`src/rtl/btn_conditioner.sv`:
```
// btn_conditioner: synchronise, debounce and edge-detect a raw pushbutton and stretch a CPU reset from it
// Ports:
//   clk         board clock, all logic on the rising edge
//   reset       synchronous active-low reset
//   btn_in      raw asynchronous, bouncing button
//   btn_level   debounced button level
//   btn_press   one-cycle strobe on an accepted 0->1
//   btn_release one-cycle strobe on an accepted 1->0
//   cpu_reset   active-high reset for the CPU core: power-on pulse, held while pressed, tail after release
module btn_conditioner #(
    parameter int SYNC_STAGES      = 2,
    parameter int DEBOUNCE_CYCLES  = 1000000,
    parameter int RST_PULSE_CYCLES = 16,
    parameter int CNT_W            = 24
) (
    input  logic clk,
    input  logic reset,
    input  logic btn_in,
    output logic btn_level,
    output logic btn_press,
    output logic btn_release,
    output logic cpu_reset
);
    localparam int RW = $clog2(RST_PULSE_CYCLES + 1);
    localparam logic [CNT_W-1:0] CNT_TC = CNT_W'(DEBOUNCE_CYCLES - 1);
    localparam logic [RW-1:0] RST_LD = RW'(RST_PULSE_CYCLES);
    typedef enum logic [1:0] {IDLE_LOW, CHECK_HIGH, IDLE_HIGH, CHECK_LOW} state_t;
    state_t state_q;
    logic [SYNC_STAGES-1:0] sync_q;
    logic [CNT_W-1:0] cnt_q;
    logic [RW-1:0] rst_cnt_q;
    logic level_q, press_q, release_q;
    logic s;
    // only the last synchroniser stage is safe to use; the first may go metastable
    assign s = sync_q[SYNC_STAGES-1];
    always_ff @(posedge clk) begin
        if (!reset) begin
            sync_q    <= '0;
            state_q   <= IDLE_LOW;
            cnt_q     <= '0;
            level_q   <= 1'b0;
            press_q   <= 1'b0;
            release_q <= 1'b0;
            rst_cnt_q <= RST_LD;
        end else begin
            sync_q    <= {sync_q[SYNC_STAGES-2:0], btn_in};
            press_q   <= 1'b0;
            release_q <= 1'b0;
            // reload while the button is held so the tail starts counting from the release edge
            rst_cnt_q <= level_q ? RST_LD : (rst_cnt_q != '0 ? rst_cnt_q - RW'(1) : '0);
            case (state_q)
                IDLE_LOW: if (s) begin
                    state_q <= CHECK_HIGH;
                    cnt_q   <= '0;
                end
                CHECK_HIGH: if (!s) state_q <= IDLE_LOW;
                else if (cnt_q == CNT_TC) begin
                    state_q <= IDLE_HIGH;
                    level_q <= 1'b1;
                    press_q <= 1'b1;
                end else cnt_q <= cnt_q + CNT_W'(1);
                IDLE_HIGH: if (!s) begin
                    state_q <= CHECK_LOW;
                    cnt_q   <= '0;
                end
                CHECK_LOW: if (s) state_q <= IDLE_HIGH;
                else if (cnt_q == CNT_TC) begin
                    state_q   <= IDLE_LOW;
                    level_q   <= 1'b0;
                    release_q <= 1'b1;
                end else cnt_q <= cnt_q + CNT_W'(1);
                default: state_q <= IDLE_LOW;
            endcase
        end
    end
    assign btn_level   = level_q;
    assign btn_press   = press_q;
    assign btn_release = release_q;
    assign cpu_reset   = level_q | (rst_cnt_q != '0);
endmodule

```
`config.mk`:
```
export PLATFORM = sky130hd
export DESIGN_NAME = btn_conditioner
export DESIGN_NICKNAME = d
export VERILOG_FILES = /design/src/rtl/btn_conditioner.sv
export SDC_FILE = /design/constraint.sdc
export NUM_CORES = 1
export LEC_CHECK = 0
export ABC_AREA = 1
export CORE_UTILIZATION = 50
export DETAILED_ROUTE_END_ITERATION = 12
export DONT_BUFFER_PORTS = 1
export PLACE_DENSITY = 0.65
export SLEW_MARGIN = 5
export SYNTH_ARGS = -nofsm -noshare
export SYNTH_HDL_FRONTEND = slang
export SYNTH_SLANG_ARGS = --single-unit
```
`constraint.sdc`:
```
create_clock -name clk -period 2.1 [get_ports clk]
set_clock_uncertainty 0.05 [all_clocks]
set_input_delay 0.21 -clock clk [delete_from_list [all_inputs] [get_ports clk]]
set_output_delay 0.21 -clock clk [all_outputs]
set_load 0.03 [all_outputs]
```
* Word level (Yosys, flattened, before mapping) *
Cells that the tools add are included.
W data, S select, Z words.

word-level totals
  flip-flop bits (word level) = 36
  latch bits = 0
  bits in writable memories = 0
  ROM bits = 0
  bits of input ports = 3
  output and inout port bits = 4
  logic and storage cells = 56
  memories = 0

operators by class
  $add $sub $neg = 2
  multiply operators = 0
  div/mod/pow operators = 0
  $lt $le $gt $ge = 0
  equality and inequality tests = 12
  shift-type cells = 0
  muxes and demuxes = 20
  bitwise logic cells = 4
  reductions and logical operators = 10

operators by type and width
  cell                     count
  $mux W24                 5
  $pmux W24 S4             1
  $add A24 B1 Y24 const B  1
  $eq A24 B20 Y1 const B   1
  $mux W2                  6
  $ne A2 B2 Y1 const B     6
  $pmux W2 S4              1
  $reduce_and A4 Y1        2
  $ne A3 B3 Y1 const B     2
  $reduce_or A3 Y1         2
  $mux W1                  5
  $mux W5                  1
  $reduce_and A5 Y1        1
  $reduce_bool A5 Y1       1
  $sub A5 B1 Y5 const B    1
  $eq A2 B2 Y1 const B     2
  $not A1 Y1               3
  $reduce_and A3 Y1        1
  $eq A2 B1 Y1 const B     1
  $logic_not A2 Y1         1
  $pmux W1 S2              1
  $reduce_bool A2 Y1       1
  $reduce_or A2 Y1         1
  $or A1 B1 Y1             1

* Depth between registers and ports, before layout *
Gate-level depths: netlist of the first run.

  depth after elaboration = 4
  gate-level depth with buffers = 10
  mapped depth without buffers = 10

* Least setup slack after synthesis of the first run *
Ideal clock, no wire load.

  kind = register -> register
  start point = reg cnt_q[0]
  end point = reg with a tool-made name
  library setup time = 0.119 ns
  data arrival time = 1.371 ns
  data required time = 1.931 ns
  path slack = 0.560 ns
  stages on the path, launching flop included = 8
  path buffers = 1
  period minus slack after synthesis = 1.540 ns
  cells stage by stage = dfxtp_1 -> ha_1 -> nand3_2 -> nor2_4 -> nand4_2 -> buf_2 -> o21ai_0 -> a21oi_1

RTL lines
  element                   RTL line  RTL
  start: declaration        30        logic [CNT_W-1:0] cnt_q;
  start signal: assignment  61        end else cnt_q <= cnt_q + CNT_W'(1);
  start signal: assignment  71        end else cnt_q <= cnt_q + CNT_W'(1);

* Worst setup path in the final report of the first run *
  start point = reg cnt_q[0]
  end point = reg cnt_q[20]

between the ends
  longest elaborated chain between the ends = 4
  elaborated cells on any way between the ends = 6
  those cells by class = add/sub: 1; eq/ne: 1; mux: 4

ends and longest elaborated chain
  element                                            RTL line  RTL
  $add A24 B1 Y24 or $eq A24 B20 Y1 (tied branches)  n/a
  $mux W24 (*)                                       57, 67
  $mux W24, on equally long branches                 66, 56
  $pmux W24 S4 (*)                                   51        case (state_q)

Every way passes the cells marked *; elsewhere a longest branch is shown, timed or not. The select of a mux whose other input is x is not followed.
A chain may end at the register's enable or synchronous reset.

==> results.md, run 1 <==
* **share of synthesized cell area in and, or, nand and nor gates** 45.2%
* **dominant combinational cell family by area after synthesis** simple AND/OR/NAND/NOR gates
* **clk buf depth** 2
* **slowest cell on the critical path** dfxtp_1
* **xor and xnor area share after synthesis** 4.65%
* **transition time at the pin with the least slew margin** 0.438 ns
* **DRC** 0
* **met2 capacity usage during global routing** 35.7%
* **Site Rows** 23
* **total leakage power** 0.000921 uW
* **vias after detailed routing** 1,982
* **Critical Path Sink Type** flop
* **sequential fraction of the synthesis area** 34.8%
* **fraction of the mapped netlist area in compound gates** 4.77%
* **Die Y** 66.4 um
* **count of cell types in the netlist** 28
* **Routability Congestion** 0.945
* **start-to-end type of the worst setup path** reg -> reg
* **Hold Violations, Final** 0
* **GR met1 Demand/Resource** 32.1%
* **chip width** 66.4 um
* **highest clock rate** 0.549 GHz
* **HPWL Detailed** 3440 um
* **Worst VDD drop** 397 uV
* **Synth Area in Adders** 1.21%
* **number of nets produced by synthesis** 336
* **count of input and output buffers** 0
* **TritonCTS sink count** 36
* **per-cell routed wire length** 11.9 um
* **Critical Path Fanout Max** 15
* **deepest level of the CTS H-tree** 2
* **average instance area after synthesis** 6.26 sq um
* **sort of element at the start of the critical path** flop
* **Max-slew headroom** 70.5%
* **Final Slew Violations** 0
* **aggregate global routing overflow** 0
* **CP cell instances** ha_1 -> nand3_2 -> nor2_4 -> nand4_2 -> nand2_4 -> nand2_2 -> inv_2 -> nand2_1 -> nand2_1
* **final clock period utilization by the worst path** 86.8%
* **unrepaired setup endpoints after global routing** no
* **final wirelength** 4600 um
* **PnR Total Power** 1410 uW
* **global-route usage over all layers** 23.6%
* **via count of the first global-routing pass** 1,697
* **total of fill cells in the finished design** 398
* **number of vias per cell after detailed routing** 5.12
* **crit-path most repeated cell** nand2_1
* **data arrival time of the critical path** 2.01 ns
* **iteration count of the initial detailed-routing pass** 4
* **CTS resizes** 0
* **minimum clock period** 1.82 ns
* **initial antenna violation count** 0
* **filler-free cell count of the finished design** 387
* **max-cap violation count** 0
* **number of synthesized flops with an enable pin** 0
* **area added between synthesis and finish** 7.49%
* **clock tree from TritonCTS** done
* **met3 track demand over resource in global routing** 5.00%
* **clock buffers created by TritonCTS** 5
* **setup TNS** 0 ns
* **library cell with the highest instance count after synthesis** nand2_1
* **CP max stage delay** 0.42 ns
* **initial core utilization** 51.8%
* **main area contributors after synthesis** dfxtp_1, nand2_1, nor2_1, inv_1, nand3_1
* **ys async rst share** 0%
* **final core occ** 55.7%
* **die area** 4410 sq um
* **number of nets with antenna violations after routing** 0
* **area used by multi-input combinational logic** 1160 sq um
* **number of violations reported at the end of detailed-routing iteration 0** 128
* **area taken by flip-flops and latches** 721 sq um
* **Final Setup Violations** 0
* **number of cells after detailed placement** 377
* **final net count** 341
* **gate count of the mapped netlist** 331
* **cell at the root of the clock tree** clkbuf_8
* **cell type contributing the most total cell area after synthesis** dfxtp_1
* **run status** completed
* **first-pass GRT wire length** 7780 um
* **data required time of the critical path** 2.29 ns
* **core area** 4000 sq um
* **busiest layer in global routing** met2
* **antenna fix cells** 0
* **summed instance area of the synthesized netlist** 2070 sq um
* **latest clock arrival within the worst-skew pair** 0.29 ns
* **leading post-synthesis cells by instance count** nand2_1, nor2_1, dfxtp_1, inv_1, nand3_1
* **worst hold-check path type** in -> reg
* **Boundary Pins** 7
* **Setup Buffers After CTS** 0
* **multiplexer share of the synthesized area** 0%
* **share of cells above drive strength 1** 9.20%
* **flip-flop and latch count after synthesis** 36
* **ratio of total power to cell area** 633 nW/um^2
* **clock transition at the registers of the reported paths** 0.07 ns
* **share of the synthesized area in the top cell type** 34.8%
* **most used flip-flop cell after synthesis** dfxtp_1
* **Ys Warns** 0
* **pin count of the biggest net entering global routing** 16
worst max-delay path: cells and delay by family (launching register included):
kind	cells	cell delay (ns)
AND/OR/NAND/NOR	7	0.93
flip-flops	1	0.42
buffers and inverters	1	0.15
adder cells (fa/ha/maj)	1	0.23
metrics by stage:
step	hold slack [ns]	worst slack (ns)	area (sq um)
6_report	0.0998	0.278	2230
5_1_grt	0.114	0.0886	2230
4_1_cts	0.0951	0.270	2230
3_5_place_dp	0.261	0.290	2110
3_3_place_gp	0.256	0.341	2110
2_1_floorplan	0.253	0.560	2070
path summary, 6_finish.rpt:
check,from,endpoint,slack [ns],depth (start not counted)
worst max-delay path,cnt_q[0]$_SDFFE_PN0P_,cnt_q[20]$_SDFFE_PN0P_,0.28,9
worst min-delay path,reset,cnt_q[22]$_SDFFE_PN0P_,0.1,2
worst max register to register,cnt_q[0]$_SDFFE_PN0P_,cnt_q[20]$_SDFFE_PN0P_,0.28,9
worst min register to register,rst_cnt_q[0]$_SDFF_PP0_,rst_cnt_q[0]$_SDFF_PP0_,0.37,1
kinds of logic after synthesis:
family          Yosys count
buf+inv                  48
fa+ha+maj                 2
flops                    36
compound gates           19
xor+xnor                 11
simple gates            215
cell usage in the layout (no fill, tap or decap), types with 2 or more instances in the layout:
cell type,Yosys,routed
a21oi_1,14,14
buf_4,0,2
clkbuf_8,0,6
dfxtp_1,36,36
dlygate4sd3_1,0,2
ha_1,2,2
inv_1,35,35
inv_2,7,7
nand2_1,112,112
nand2_2,2,2
nand3_1,25,25
nand3_2,2,2
nand3b_1,2,2
nand4_1,7,7
nor2_1,51,51
nor2_2,3,3
nor2_4,2,2
nor3_1,3,3
o21ai_0,3,3
or2_2,2,2
xnor2_1,4,4
xor2_1,7,7
report_power, final:
part	internal [uW]	switching, uW	total (uW)
Combinational	50.2	94.1	144
Sequential	721	17.0	738
Clock	267	260	527
what timing repair did:
action,CTS,global route
hold buffers,2,0
setup endpoints to repair,0,0
hold endpoints to repair,5,0
per-layer routing:
metal / wire [um] / vias to the layer above
met5: 0 / -
met4: 128 / 0
met3: 166 / 12
met2: 1960 / 39
met1: 2340 / 894
li1: - / 1037
state kept, by name (all words and copies together), names as in the netlist, named ones only:
| signal | flops |
|---|---|
| cnt_q | 24 |
| state_q | 1 |
| btn_release | 1 |
| sync_q | 2 |
| btn_press | 1 |
| rst_cnt_q | 5 |
| btn_level | 1 |
area by class of cell:
class                           instances  share of cell area [%]
Multi-Input combinational cell        247                    52.0
Sequential cell                        36                    32.4
Inverter                               42                    7.08
Clock buffer                            7                    3.88
Tap cell                               50                    2.81
Timing Repair Buffer                    4                    1.57
Clock inverter                          1                   0.337
Note: power is estimated with default switching activity, not from simulation.
==> run 2, diff against run 1 <==
--- a/config.mk
+++ b/config.mk
@@ -6,11 +6,12 @@
 export NUM_CORES = 1
 export LEC_CHECK = 0
 export ABC_AREA = 1
+export CORE_MARGIN = 4
 export CORE_UTILIZATION = 50
 export DETAILED_ROUTE_END_ITERATION = 12
 export DONT_BUFFER_PORTS = 1
 export PLACE_DENSITY = 0.65
-export SLEW_MARGIN = 5
+export SLEW_MARGIN = 20
 export SYNTH_ARGS = -nofsm -noshare
 export SYNTH_HDL_FRONTEND = slang
 export SYNTH_SLANG_ARGS = --single-unit
==> run 2 against run 1 <==
  * Critical path depth unchanged
  * Via count down 1.9%
  * Flip-flop and latch count unchanged
  * Combinational power about the same
  * Worst hold slack worse by 0.0077 ns
  * Highest routed layer unchanged
  * Utilization up 0.44 points
  * Sequential share of layout area down 0.25 points
  * Power up 6.5%
  * Design area up 0.79%
  * Clock power up 17%
==> results.md, run 2 (same netlist as run 1, synthesis figures left out) <==
* **run status** completed
* **Final Setup Violations** 0, unchanged
* **switching power summed over all nets** 379 uW, +2.1%
* **total of fill cells in the finished design** 407, +2.3%
* **initial core utilization** 51.8%, unchanged
* **initial antenna violation count** 0, unchanged
* **Boundary Pins** 7, unchanged
* **Critical Path Sink Type** flop
* **latest clock arrival within the worst-skew pair** 0.29 ns, about the same
* **clk buf depth** 2, unchanged
* **CP cell instances** ha_1 -> nand3_2 -> nor2_4 -> nand4_2 -> nand2_4 -> nand2_2 -> inv_2 -> nand2_1 -> nand2_1
* **transition time at the pin with the least slew margin** 0.445 ns, +0.00733 ns
* **area added between synthesis and finish** 8.33%
* **Worst VDD drop** 449 uV, +13%
* **chip width** 72.4 um, +9.0%
* **aggregate global routing overflow** 0, unchanged
* **ratio of total power to cell area** 669 nW/um^2, +5.7%
* **count of input and output buffers** 0, unchanged
* **data arrival time of the critical path** 2.06 ns, +0.05 ns
* **global-route usage over all layers** 20.2%, -3.4 points
* **Die Y** 72.4 um, +9.0%
* **slowest cell on the critical path** dfxtp_1
* **via count of the first global-routing pass** 1,787, +5.3%
* **cell depth of the worst min-delay path** 2, unchanged
* **TritonCTS sink count** 36, unchanged
* **DRC** 0, unchanged
* **Site Rows** 23, unchanged
* **core area** 4000 sq um, unchanged
* **crit-path most repeated cell** nand2_1
* **number of nets with antenna violations after routing** 0, unchanged
* **CP delay by family, top** simple AND/OR/NAND/NOR gates
* **clock transition at the registers of the reported paths** 0.08 ns, about the same
* **die area** 5240 sq um, +19%
* **Max-slew headroom** 70.0%, -0.49 points
* **commonest non-fill, non-tap cell in the layout** nand2_1
* **iteration count of the initial detailed-routing pass** 4, unchanged
* **Hold Violations, Final** 0, unchanged
* **final net count** 341, unchanged
* **relative contribution of the clock network to total power** 41.2%, +3.8 points
* **vias after detailed routing** 1,944, -1.9%
* **max reg flops** 24, unchanged
* **logic gate share of total power** 9.6%, -0.6 points
* **deepest level of the CTS H-tree** 2, unchanged
* **Biggest register** cnt_q
* **Critical Path Fanout Max** 15, unchanged
* **number of violations reported at the end of detailed-routing iteration 0** 121, -5.5%
* **hold_ws** 0.0921 ns, -0.00773 ns
* **CTS resizes** 0, unchanged
* **Final Slew Violations** 0, unchanged
* **data required time of the critical path** 2.29 ns, about the same
* **unrepaired setup endpoints after global routing** no
* **Seq pwr share** 49.2%, -3.2 points
* **minimum clock period** 1.87 ns, +0.0468 ns
* **CP max stage delay** 0.43 ns, about the same
* **pin count of the biggest net entering global routing** 16, unchanged
* **Routability Congestion** 0.941, -0.43%
* **total leakage power** 0.000931 uW, +1.1%
* **share of cells above drive strength 1** 9.50%, +0.30 points
* **number of vias per cell after detailed routing** 5.02, -1.9%
* **buffers and inverters on the worst path** 1, unchanged
* **total stage count of the critical path** 9, unchanged
* **worst hold-check path type** in -> reg
* **final clock period utilization by the worst path** 89.0%, +2.2 points
* **antenna fix cells** 0, unchanged
* **highest clock rate** 0.535 GHz, -2.5%
* **number of cells on the worst reg-to-reg path** 9, unchanged
* **start-to-end type of the worst setup path** reg -> reg
* **max-cap violation count** 0, unchanged
* **setup TNS** 0 ns, unchanged
* **commonest cells after routing, fill and taps aside** nand2_1, nor2_1, dfxtp_1
* **cell internal power dissipation** 1120 uW, +8.1%
* **final wirelength** 4700 um, +2.3%
* **first-pass GRT wire length** 8320 um, +7.0%
* **cell at the root of the clock tree** clkbuf_8
* **Net Sw Frac** 25.3%, -1.1 points
* **HPWL Detailed** 3480 um, +1.3%
* **per-cell routed wire length** 12.1 um, +2.3%
* **sort of element at the start of the critical path** flop
* **largest registers ranked by flip-flop count** cnt_q: 24 flops, rst_cnt_q: 5 flops, sync_q: 2 flops
* **clock buffers created by TritonCTS** 5, unchanged
* **clock tree from TritonCTS** done
-- run 2: changes by cell type in the layout (fill, tap and decap cells not counted) --
| cell | change |
|---|---|
| bufinv_16 | +1 |
| clkbuf_1 | -1 |
| clkbuf_8 | -1 |
| clkinv_2 | +1 |
-- run 2: worst paths after layout --
kind | slack (ns) | startpoint | endpoint
min | 0.09 | reset | cnt_q[22]$_SDFFE_PN0P_
min reg2reg | 0.36 | sync_q[0]$_SDFF_PN0_ | sync_q[1]$_SDFF_PN0_
max reg2reg | 0.23 | cnt_q[0]$_SDFFE_PN0P_ | cnt_q[20]$_SDFFE_PN0P_
max | 0.23 | cnt_q[0]$_SDFFE_PN0P_ | cnt_q[20]$_SDFFE_PN0P_
-- run 2: repair_timing --
action	CTS	global route
hold buffers	2	0
setup endpoints to repair	0	0
hold endpoints to repair	5	0
buffers inserted	0	0
-- run 2: final cells by class --
cell class,instances,area (sq um),area share (%)
Clock buffer,5,68.8,3.07
Clock inverter,3,42.5,1.90
Inverter,42,158,7.02
Multi-Input combinational cell,247,1160,51.6
Sequential cell,36,721,32.1
Tap cell,50,62.6,2.79
Timing Repair Buffer,4,35.0,1.56
-- run 2: worst reg2reg max path, delay by kind of cell (launching register included) --
family	cells	cell delay [ns]
adders and majority gates	1	0.25
buffers and inverters	1	0.15
DFF	1	0.43
and+or+nand+nor	7	0.95
-- run 2: power by group through the flow --
| stage | Clock (uW) | Sequential (uW) | Combinational, uW |
|---|---|---|---|
| after CTS | 635 | 738 | 145 |
| after floorplan | 0 | 751 | 119 |
| after global placement | 0 | 753 | 138 |
| after global routing | 661 | 743 | 168 |
| final | 619 | 738 | 144 |
| after detailed placement | 0 | 755 | 139 |
-- run 2: per-layer routing --
| layer | vias up | wire length, um | track usage (%) |
|---|---|---|---|
| met5 | - | 0 | 0 |
| met4 | 0 | 101 | 8.61 |
| met3 | 10 | 293 | 4.85 |
| met2 | 45 | 2010 | 29.5 |
| met1 | 854 | 2300 | 28.2 |
| li1 | 1035 | - | - |
-- run 2: through the flow --
stage	total power, uW	instance area, sq um	util (%)	setup WS, ns	cells
floorplan	870	2070	-	0.560	331
global placement	891	2110	52.8	0.338	377
detailed placement	894	2110	52.8	0.259	377
CTS	1520	2240	56.1	0.230	387
global route	1570	2240	56.1	0.0234	387
finish	1500	2240	56.1	0.231	387
